===== config.mk =====
export PLATFORM = sky130hd
export DESIGN_NAME = branch_resolver
export DESIGN_NICKNAME = d
export VERILOG_FILES = /design/src/rtl/branch_resolver.sv
export SDC_FILE = /design/constraint.sdc
export NUM_CORES = 1
export LEC_CHECK = 0
export BUFFER_PORTS_ARGS = -buffer_cell sky130_fd_sc_hd__clkbuf_2
export CORE_AREA = 2 2 111 220
export CTS_BUF_LIST = sky130_fd_sc_hd__clkbuf_4 sky130_fd_sc_hd__clkbuf_8 sky130_fd_sc_hd__clkbuf_16
export CTS_CLUSTER_DIAMETER = 200
export DETAILED_ROUTE_END_ITERATION = 10
export DIE_AREA = 0 0 113 222
export PLACE_DENSITY = 0.7
export SYNTH_ARGS = -nofsm -noshare
export SYNTH_HDL_FRONTEND = slang
export SYNTH_SLANG_ARGS = --single-unit

===== constraint.sdc =====
create_clock -name clk -period 3.3 [get_ports clk]
set_input_delay 0 -clock clk [delete_from_list [all_inputs] [get_ports clk]]
set_output_delay 0 -clock clk [all_outputs]
set_load 0.03 [all_outputs]

===== src/rtl/branch_resolver.sv =====
`default_nettype none
// ============================================================================
// Module      : branch_resolver
// Description : Resolution-side partner of the 2-bit BEQ predictor. Queues
//               IF-stage predictions in order, checks each one against the
//               actual outcome in EX/MEM, and raises a one-cycle flush plus
//               PC redirect on a mispredict. Also drives predictor training
//               strobes and saturating branch/mispredict statistics.
// Revision    : 1.0 - initial release
// ============================================================================
module branch_resolver #(
  parameter int PC_W  = 32,
  parameter int DEPTH = 4,
  parameter int CNT_W = 16
) (
  input  logic             clk,
  input  logic             rst,
  input  logic             if_beq,
  input  logic             take_status,
  input  logic [PC_W-1:0]  if_pc,
  input  logic             stall,
  input  logic             ex_mem_if_beq,
  input  logic             taken,
  input  logic [PC_W-1:0]  ex_mem_target,
  output logic             flush,
  output logic             redirect_valid,
  output logic [PC_W-1:0]  redirect_pc,
  output logic             train_valid,
  output logic             train_taken,
  output logic             q_empty,
  output logic             q_full,
  output logic             err_underflow,
  output logic             err_overflow,
  output logic [CNT_W-1:0] branch_count,
  output logic [CNT_W-1:0] mispredict_count
);

  localparam int AW = $clog2(DEPTH);
  localparam logic [AW:0]      c_depth   = (AW+1)'(DEPTH);
  localparam logic [CNT_W-1:0] c_cnt_max = '1;
  localparam logic [PC_W-1:0]  c_pc_step = PC_W'(4);

  typedef enum logic [0:0] {
    RUN     = 1'b0,
    RECOVER = 1'b1
  } state_t;

  state_t r_state;

  // Prediction queue: each entry is {predicted taken, fallthrough PC}
  logic            r_q_pred [DEPTH];
  logic [PC_W-1:0] r_q_pc   [DEPTH];
  logic [AW-1:0]   r_wr_ptr;
  logic [AW-1:0]   r_rd_ptr;
  logic [AW:0]     r_count;

  logic             r_flush;
  logic             r_redirect_valid;
  logic [PC_W-1:0]  r_redirect_pc;
  logic             r_train_valid;
  logic             r_train_taken;
  logic             r_err_underflow;
  logic             r_err_overflow;
  logic [CNT_W-1:0] r_branch_count;
  logic [CNT_W-1:0] r_mispredict_count;

  logic            w_empty;
  logic            w_full;
  logic            w_head_pred;
  logic [PC_W-1:0] w_head_fall;
  logic            w_resolve;
  logic            w_pop;
  logic            w_mispredict;
  logic            w_push;
  logic            w_push_ok;

  assign w_empty     = (r_count == '0);
  assign w_full      = (r_count == c_depth);
  assign w_head_pred = r_q_pred[r_rd_ptr];
  assign w_head_fall = r_q_pc[r_rd_ptr];

  // A resolution arriving during the recovery cycle belongs to the wrong path
  assign w_resolve    = ex_mem_if_beq & ~r_flush;
  assign w_pop        = w_resolve & ~w_empty;
  assign w_mispredict = w_pop & (w_head_pred != taken);
  assign w_push       = if_beq & ~stall & ~r_flush & ~w_mispredict;
  // A push into a full queue only succeeds if the head leaves this same cycle
  assign w_push_ok    = w_push & (~w_full | w_pop);

  // Queue payload storage; contents are only meaningful below r_count
  always_ff @(posedge clk) begin
    if (w_push_ok) begin
      r_q_pred[r_wr_ptr] <= take_status;
      r_q_pc[r_wr_ptr]   <= if_pc + c_pc_step;
    end
  end

  // Queue pointers and occupancy; a mispredict discards every younger entry
  always_ff @(posedge clk or negedge rst) begin
    if (!rst) begin
      r_wr_ptr <= '0;
      r_rd_ptr <= '0;
      r_count  <= '0;
    end else if (w_mispredict) begin
      r_wr_ptr <= '0;
      r_rd_ptr <= '0;
      r_count  <= '0;
    end else begin
      if (w_push_ok) r_wr_ptr <= r_wr_ptr + 1'b1;
      if (w_pop)     r_rd_ptr <= r_rd_ptr + 1'b1;
      case ({w_push_ok, w_pop})
        2'b10:   r_count <= r_count + 1'b1;
        2'b01:   r_count <= r_count - 1'b1;
        default: r_count <= r_count;
      endcase
    end
  end

  // Recovery FSM with registered flush/redirect outputs
  always_ff @(posedge clk or negedge rst) begin
    if (!rst) begin
      r_state          <= RUN;
      r_flush          <= 1'b0;
      r_redirect_valid <= 1'b0;
      r_redirect_pc    <= '0;
    end else begin
      case (r_state)
        RUN: begin
          if (w_mispredict) begin
            r_state          <= RECOVER;
            r_flush          <= 1'b1;
            r_redirect_valid <= 1'b1;
            r_redirect_pc    <= taken ? ex_mem_target : w_head_fall;
          end
        end
        RECOVER: begin
          r_state          <= RUN;
          r_flush          <= 1'b0;
          r_redirect_valid <= 1'b0;
        end
        default: begin
          r_state          <= RUN;
          r_flush          <= 1'b0;
          r_redirect_valid <= 1'b0;
        end
      endcase
    end
  end

  // Training strobes, sticky error flags and saturating statistics
  always_ff @(posedge clk or negedge rst) begin
    if (!rst) begin
      r_train_valid      <= 1'b0;
      r_train_taken      <= 1'b0;
      r_err_underflow    <= 1'b0;
      r_err_overflow     <= 1'b0;
      r_branch_count     <= '0;
      r_mispredict_count <= '0;
    end else begin
      r_train_valid <= ex_mem_if_beq;
      r_train_taken <= taken;
      if (w_resolve & w_empty)             r_err_underflow <= 1'b1;
      if (w_push & w_full & ~w_pop)        r_err_overflow  <= 1'b1;
      if (w_pop && r_branch_count != c_cnt_max)
        r_branch_count <= r_branch_count + 1'b1;
      if (w_mispredict && r_mispredict_count != c_cnt_max)
        r_mispredict_count <= r_mispredict_count + 1'b1;
    end
  end

  assign flush            = r_flush;
  assign redirect_valid   = r_redirect_valid;
  assign redirect_pc      = r_redirect_pc;
  assign train_valid      = r_train_valid;
  assign train_taken      = r_train_taken;
  assign q_empty          = w_empty;
  assign q_full           = w_full;
  assign err_underflow    = r_err_underflow;
  assign err_overflow     = r_err_overflow;
  assign branch_count     = r_branch_count;
  assign mispredict_count = r_mispredict_count;

endmodule
`default_nettype wire

==> flow_summary.toml, run 1 <==
[status]
status = "finished, violations left"
violations = "DRC"

[synth]
synth_xor_area_frac = 0.0551
async_reset_ff_frac = 0.368
ys_top_cells_by_area = "edfxtp_1 43%, dfrtp_1 21%, mux2_2 8.6%, mux4_2 7.8%, xnor2_1 4.4%"
syn_nets = 667
synth-compound-area-share = 0.0171
syn_area_per_cell_um2 = 15.6
ys.warnings.count = 0
synth-simple-area-share = 0.0893
synth_mux_area_frac = 0.169
synth_top_family_by_area = "multiplexers"
synth_cells = 588
seq_area_frac_synth = 0.641
synth_fa_ha_area_frac = 0.0117
synth_most_common_cell = "edfxtp_1"
ys_top_cells_by_count = "132 x edfxtp_1, 77 x dfrtp_1, 70 x mux2_2, 46 x xnor2_1, 35 x nand2_1"
synth_top_area_cell = "edfxtp_1"
synth_edf_count = 132
yosys_register_bits = 209
yosys.area.top_type_share = 0.431
synthDistinctLibCells = 52
synth_area_um2 = 9190
synth_flop_cell = "edfxtp_1"

[power]
p_clk_frac = 0.254
power.share.sequential = 0.424
p_int_uw = 5570
power_leakage_uw = 0.00444
ir_drop_mv = 0.364
power_uw = 8340
sw_frac_of_total = 0.332
p_comb_frac = 0.322
power.switching_uw = 2770
pwr_density_cell_nw_per_um2 = 719

[cells_and_area]
drive_gt1_frac = 0.370
regArea_um2 = 5890
fillers = 1994
multi_input_area_um2 = 3150
n_antenna_cell = 0
syn_to_final_growth_pct = 26.2
nets = 891

[worst_setup_path]
max_stage_delay_ns = 0.75
r2r-end = "redirect_pc[30]"
path_buf_inv = 3
required_ns = 3.52
critPathLaunchType = "primary input"
timing.rr.start = "redirect_valid"
cp-end-kind = "flip-flop"
cp_slowest_cell = "nor3_1"
path_class = "in -> reg"
rrSetupSlack_ns = 0.56
cp_top_family = "simple AND/OR/NAND/NOR gates"
path_cells = "dlygate4sd3_1, clkbuf_2, nand4_1, or3_1, nor3_1, nand4_1, xnor2_1, dlygate4sd3_1"
critPathArrivalTime_ns = 3.06
r2r_cells = 6
cp_max_fo = 6

[routing]
wirelength_um = 20200
remaining_drc_errors = 9
viasPerCell = 5.12
num_vias = 5666
postRouteAntennaNets = 0
initialDrtViolationCount = 238
routedWlPerCell_um = 18.3
firstDrtPassIters = 8

[die]
core-area_um2 = 23300
dieHeight_um = 222
floorplan.rows = 79
chipWidth_um = 113
die_area_um2 = 25100
start_util = 0.394
pin_count = 143

[sta]
drv_slew = 0
tightest_slew_ns = 1.09
setup_violations = 0
hold_ws_ns = 0.0459
rsz0062_at_grt = "no"
clock.fmax_mhz = 353
fin_crit_sh = 0.859
relSlewSlack = 0.269
hold_viol = 0
setup_tns_ns = 0
period_needed_ns = 2.83
skew_ns = 0.00871

[clocking]
clk_latency_ns = 0.49
cts_sinks = 209
cts.repair_timing.setup_buffer_count = 0
postCtsResizedCells = 0
cts_hold_buf = 71
htree_levels = 1
cts_made_buffers = 19
clk_pin_slew_ns = 0.06
cts.path.max_buffers = 3
root_buffer = "clkbuf_16"
cts_tree = "built"

[min_path]
hold_start = "if_beq"
hold_path_depth = 4
hold_path_class = "in -> reg"
hold_path_end = "r_count[1]"

[global_routing]
grt_max_degree = 63
grt_first_pass_wirelength_um = 32100
gr-total-overflow = 0
antenna_found_initial = 0
grt.total_usage = 0.164
grt_pass1_vias = 6058

[placed_design]
place_congestion = 0.769
port_buffers = 142
hpwlAfterDp_um = 13700

[job]
maxCapViolations = 0
[cells in the final DEF, fill, tap and decap left out, types with 9 or more instances in the layout]
master / Yosys / layout
nand3_1: 18 / 18
and3_1: 13 / 9
nand2_1: 35 / 35
mux4_2: 32 / 32
inv_1: 10 / 10
dlygate4sd3_1: 0 / 71
xor2_1: 10 / 10
xnor2_1: 46 / 46
clkbuf_16: 0 / 19
clkbuf_2: 0 / 141
nor2_1: 20 / 20
dfrtp_1: 77 / 75
nand4_1: 21 / 21
nor3_1: 11 / 11
edfxtp_1: 132 / 132
mux2_2: 70 / 70
[tightest hold or removal path, stage by stage]
cell      delay (ns)
clkbuf_2        0.09
nor3b_2         0.19
xnor2_1         0.15
a211oi_1        0.07
[power groups by stage]
| stage | Combinational [µW] | Sequential, µW | Clock, µW |
|---|---|---|---|
| floorplan | 1380 | 4080 | 0 |
| global placement | 2630 | 3570 | 0 |
| detailed placement | 2660 | 3590 | 0 |
| CTS | 2740 | 3540 | 2180 |
| global route | 2900 | 3590 | 2270 |
| finish | 2690 | 3540 | 2110 |
[registers in the layout, indices dropped and copies added, names as in the netlist, 2 cells and up]
name and count:
mispredict_count 16, r_rd_ptr 2, r_q_pc 128, branch_count 16
r_q_pred 4, redirect_pc 32, r_count 3, r_wr_ptr 2
[worst max path at each step]
stage | from | endpoint | slack [ns] | cells past startpoint
global route | if_pc[11] | r_q_pc[0][30] | 0.33 | 8
floorplan | r_count[2] | r_q_pc[0][0] | 0.44 | 4
detailed placement | redirect_valid | redirect_pc[26] | 0.59 | 6
global placement | redirect_valid | redirect_pc[11] | 0.67 | 6
CTS | if_pc[11] | r_q_pc[0][30] | 0.43 | 8
finish | if_pc[11] | r_q_pc[0][30] | 0.47 | 8
[cell families after synthesis]
group | after synthesis
buffers and inverters | 32
adders and majority gates | 8
AOI/OAI and AO/OA | 23
xor gates and xnor gates | 57
DFF | 209
muxes | 106
and+or+nand+nor | 153
[layout make-up]
cell class	instances	share of cell area
multi-input cells	347	0.272
inverters	10	0.00323
clock inverters	10	0.00679
well taps	283	0.0305
repair buffers	225	0.136
flip-flops and latches	209	0.508
clock buffers	23	0.0441
[layer usage]
layer	vias to the layer above	track usage	routed length, µm	part of all wire
met5	-	0	0	0
met4	0	0.0661	694	0.034
met3	35	0.0200	719	0.036
met2	135	0.318	11600	0.57
met1	2818	0.175	7270	0.36
li1	2678	-	-	-
[through the flow]
| stage | cells | instance area (µm²) | setup WS [ns] | utilization |
|---|---|---|---|---|
| global placement | 1003 | 10300 | 0.670 | 0.442 |
| floorplan | 588 | 9190 | 0.445 | - |
| global route | 1107 | 11600 | 0.327 | 0.497 |
| CTS | 1107 | 11600 | 0.431 | 0.497 |
| detailed placement | 1003 | 10300 | 0.591 | 0.442 |
| finish | 1107 | 11600 | 0.466 | 0.497 |
Power figures use the tool's default switching activity.
==> run 2, diff against run 1 <==
--- a/config.mk
+++ b/config.mk
@@ -8,10 +8,10 @@
 export BUFFER_PORTS_ARGS = -buffer_cell sky130_fd_sc_hd__clkbuf_2
 export CORE_AREA = 2 2 111 220
 export CTS_BUF_LIST = sky130_fd_sc_hd__clkbuf_4 sky130_fd_sc_hd__clkbuf_8 sky130_fd_sc_hd__clkbuf_16
-export CTS_CLUSTER_DIAMETER = 200
 export DETAILED_ROUTE_END_ITERATION = 10
 export DIE_AREA = 0 0 113 222
 export PLACE_DENSITY = 0.7
+export RECOVER_POWER = 100
 export SYNTH_ARGS = -nofsm -noshare
 export SYNTH_HDL_FRONTEND = slang
 export SYNTH_SLANG_ARGS = --single-unit
==> flow_summary.toml, run 2 (synthesis results as in run 1) <==
[cells_and_area]
drive_gt1_frac = 0.267
nets = 891
largest_register_ffs = 128
syn_to_final_growth_pct = 24.9
most-common-layout-cells = "132 x edfxtp_1, 84 x clkbuf_1, 75 x dfrtp_1, 71 x dlygate4sd3_1, 70 x mux2_2"
n_antenna_cell = 0
fillers = 2044
multi_input_area_um2 = 3150
fin_util = 0.492
largest_register = "r_q_pc"
regArea_um2 = 5890
mostFrequentLayoutCell = "edfxtp_1"

[clocking]
htree_levels = 1
cts_tree = "built"
cts_made_buffers = 19
root_buffer = "clkbuf_16"
clk_latency_ns = 0.49
cts.path.max_buffers = 3
clk_pin_slew_ns = 0.06
cts_sinks = 209

[placed_design]
hpwlAfterDp_um = 13700
place_congestion = 0.769
dp_slack_ns = 0.591
port_buffers = 142

[worst_setup_path]
required_ns = 3.53
r2r-end = "redirect_pc[30]"
critPathArrivalTime_ns = 3.13
cp_max_fo = 6
path_class = "in -> reg"
critPathLaunchType = "primary input"
r2r_cells = 6
cp-end-kind = "flip-flop"
timing.rr.start = "redirect_valid"
rrSetupSlack_ns = 0.45

[min_path]
hold_path_end = "r_count[1]"
hold_path_class = "in -> reg"
hold_path_depth = 4
hold_start = "if_beq"

[routing]
postRouteAntennaNets = 0
wirelength_um = 20300
firstDrtPassIters = 7
num_vias = 5667
routedWlPerCell_um = 18.3
initialDrtViolationCount = 256
viasPerCell = 5.12
remaining_drc_errors = 9

[die]
core-area_um2 = 23300
chipWidth_um = 113
dieHeight_um = 222
floorplan.rows = 79
pin_count = 143
start_util = 0.394
die_area_um2 = 25100

[status]
violations = "DRC, capacitance limit, slew limit"
status = "finished, violations left"

[power]
ir_drop_mv = 0.358
pwr_density_cell_nw_per_um2 = 719
power_leakage_uw = 0.00417

[global_routing]
grt_pass1_vias = 6058
antenna_found_initial = 0
gr-total-overflow = 0
grt.total_usage = 0.164
grt_first_pass_wirelength_um = 32100
grt_max_degree = 63

[sta]
relSlewSlack = -0.162
rsz0062_at_grt = "no"
setup_violations = 0
tightest_slew_ns = 1.74
fin_crit_sh = 0.880
layout_setup_ws_ns = 0.395
hold_viol = 0
setup_tns_ns = 0
skew_ns = 0.00810
period_needed_ns = 2.90
clock.fmax_mhz = 344
drv_slew = 91

[job]
maxCapViolations = 2
==> run 2: metrics by stage <==
| stage | area (µm²) | hold WS (ns) | instances | power [µW] |
|---|---|---|---|---|
| floorplan | 9190 | -0.296 | 588 | 5460 |
| global placement | 10300 | 0.129 | 1003 | 6200 |
| detailed placement | 10300 | 0.128 | 1003 | 6260 |
| CTS | 11600 | 0.0182 | 1107 | 8450 |
| global route | 11500 | 0.0820 | 1107 | 8680 |
| finish | 11500 | 0.0466 | 1107 | 8250 |
==> run 2: area by class of cell <==
class | count | area share
Timing Repair Buffer | 225 | 0.127
Multi-Input combinational cell | 347 | 0.274
Clock buffer | 23 | 0.0446
Sequential cell | 209 | 0.513
Clock inverter | 10 | 0.00686
Tap cell | 283 | 0.0308
Inverter | 10 | 0.00327
==> run 2: how the worst max path moves through the flow <==
stage | startpoint | to | slack, ns | cells past startpoint
floorplan | r_count[2] | r_q_pc[0][0] | 0.44 | 4
global placement | redirect_valid | redirect_pc[11] | 0.67 | 6
detailed placement | redirect_valid | redirect_pc[26] | 0.59 | 6
CTS | if_pc[11] | r_q_pc[0][30] | 0.43 | 8
global route | redirect_valid | redirect_pc[30] | 0.26 | 6
finish | if_pc[11] | r_q_pc[0][30] | 0.40 | 8
==> run 2: power breakdown <==
| group | internal (µW) | switching [µW] |
|---|---|---|
| registers | 3250 | 281 |
| logic | 1050 | 1550 |
| clock network | 1190 | 928 |
| total | 5490 | 2760 |
==> run 2: worst max-delay path: stages <==
cell and delay, ns:
dlygate4sd3_1 0.52, clkbuf_1 0.19, nand4_1 0.24, or3_1 0.47, nor3_1 0.75, nand4_1 0.20, xnor2_1 0.16, dlygate4sd3_1 0.59
==> run 2: what timing repair did <==
item                                    in CTS  in global routing
endpoints found under the setup margin       0                  0
gates resized for setup                      0                  0
endpoints found under the hold margin      228                  0
buffers inserted                             0                  0
hold buffers                                71                  0
==> run 2: per-layer routing <==
| layer | track usage | part of all wire | wire length, µm |
|---|---|---|---|
| met1 | 0.175 | 0.36 | 7250 |
| met2 | 0.318 | 0.57 | 11600 |
| met3 | 0.0200 | 0.038 | 766 |
| met4 | 0.0661 | 0.034 | 688 |
| met5 | 0 | 0 | 0 |
==> run 3, diff against run 2 <==
--- a/config.mk
+++ b/config.mk
@@ -7,7 +7,6 @@
 export LEC_CHECK = 0
 export BUFFER_PORTS_ARGS = -buffer_cell sky130_fd_sc_hd__clkbuf_2
 export CORE_AREA = 2 2 111 220
-export CTS_BUF_LIST = sky130_fd_sc_hd__clkbuf_4 sky130_fd_sc_hd__clkbuf_8 sky130_fd_sc_hd__clkbuf_16
 export DETAILED_ROUTE_END_ITERATION = 10
 export DIE_AREA = 0 0 113 222
 export PLACE_DENSITY = 0.7
==> flow_summary.toml, run 3 (synthesis results as in run 1) <==
[worst_setup_path]
cp_slowest_cell = "nor3_1"
critPathLaunchType = "primary input"
path_class = "in -> reg"
required_ns = 3.52
critPathArrivalTime_ns = 3.13
max_stage_delay_ns = 0.75
r2r_cells = 6
path_cells = "dlygate4sd3_1, clkbuf_1, nand4_1, or3_1, nor3_1, nand4_1, xnor2_1, dlygate4sd3_1"
cp-end-kind = "flip-flop"
timing.rr.start = "redirect_valid"
cp_max_fo = 6
critPathLaunch = "if_pc[11]"

[power]
pwr_density_cell_nw_per_um2 = 717
ir_drop_mv = 0.358
power_leakage_uw = 0.00416

[cells_and_area]
syn_to_final_growth_pct = 24.8
nets = 891
mostFrequentLayoutCell = "edfxtp_1"
post-route-cell-area_um2 = 11500
n_antenna_cell = 0
most-common-layout-cells = "132 x edfxtp_1, 87 x clkbuf_1, 75 x dfrtp_1, 71 x dlygate4sd3_1, 70 x mux2_2"
fillers = 2042
drive_gt1_frac = 0.263
largest_register_ffs = 128
largest_register = "r_q_pc"
stdcell_count = 1107

[min_path]
hold_start = "if_beq"
hold_path_depth = 4
hold_path_class = "in -> reg"

[global_routing]
grt.total_usage = 0.164
antenna_found_initial = 0
grt_max_degree = 63
grt_first_pass_wirelength_um = 32100
gr-total-overflow = 0
grt_pass1_vias = 6060

[sta]
drv_slew = 91
period_needed_ns = 2.90
clock.fmax_mhz = 345
hold_viol = 0
relSlewSlack = -0.168
tightest_slew_ns = 1.75
layout_setup_ws_ns = 0.399
setup_tns_ns = 0
skew_ns = 0.00881
fin_crit_sh = 0.879
setup_violations = 0
rsz0062_at_grt = "no"

[clocking]
cts_made_buffers = 19
root_buffer = "clkbuf_16"
clk_pin_slew_ns = 0.06
cts.path.max_buffers = 3
htree_levels = 1
cts_sinks = 209
clk_latency_ns = 0.49
cts_tree = "built"

[status]
status = "finished, violations left"
violations = "DRC, capacitance limit, slew limit"

[routing]
viasPerCell = 5.12
postRouteAntennaNets = 0
routedWlPerCell_um = 18.3
remaining_drc_errors = 9
initialDrtViolationCount = 245
wirelength_um = 20300
firstDrtPassIters = 8
num_vias = 5667

[die]
die_area_um2 = 25100
start_util = 0.394
core-area_um2 = 23300
floorplan.rows = 79
chipWidth_um = 113
pin_count = 143
dieHeight_um = 222

[placed_design]
port_buffers = 142
hpwlAfterDp_um = 13700
place_congestion = 0.769
dp_slack_ns = 0.591
place_inst = 1003
dpl-instance-area_um2 = 10300

[job]
maxCapViolations = 2
[run 3: changes by cell type in the layout (fill, tap and decap cells not counted)]
cell      change
clkbuf_1      +3
clkbuf_4      -3
[run 3: timing repair]
action                                 4_1_cts  5_1_grt
gates resized for setup                      0        0
buffers inserted                             0        0
endpoints found under the hold margin      228        0
hold buffers                                71        0
[run 3: critical path, delay by kind of cell]
family / cells / cell delay (ns)
xor gates and xnor gates: 1 / 0.16
buffers and inverters: 3 / 1.30
and+or+nand+nor: 4 / 1.66
[run 3: final timing paths]
check	to	slack (ns)
min in group asynchronous	redirect_pc[15]	0.44
worst max register to register	redirect_pc[30]	0.46
max in group asynchronous	redirect_pc[16]	1.26
worst min register to register	err_underflow	0.47
worst min-delay path	r_count[1]	0.05
worst max-delay path	r_q_pc[0][30]	0.40
[run 3: final cells by class]
cell class	instances	area (µm²)	share of cell area
clock inverters	10	78.8	0.00687
flip-flops and latches	209	5890	0.514
inverters	10	37.5	0.00327
clock buffers	23	500	0.0436
repair buffers	225	1460	0.127
well taps	283	354	0.0309
multi-input cells	347	3150	0.274
[run 3: layer usage]
metal  track usage  part of all wire  routed length, µm
met1         0.174              0.36               7260
met2         0.317              0.57              11600
met3        0.0200             0.038                771
met4        0.0681             0.036                723
met5             0                 0                  0
[run 3: stage by stage]
stage / total power [µW] / util / hold WS (ns)
final: 8230 / 0.492 / 0.0493
after global routing: 8660 / 0.492 / 0.0820
after CTS: 8430 / 0.497 / 0.0182
after detailed placement: 6260 / 0.442 / 0.128
after global placement: 6200 / 0.442 / 0.129
after floorplan: 5460 / - / -0.296
[run 3: power breakdown]
| group | internal, µW | switching [µW] | leakage, µW | total [µW] |
|---|---|---|---|---|
| clock | 1160 | 925 | 0.000284 | 2090 |
| sequential | 3250 | 282 | 0.00215 | 3530 |
| combinational | 1050 | 1550 | 0.00172 | 2610 |
| total | 5470 | 2760 | 0.00416 | 8230 |
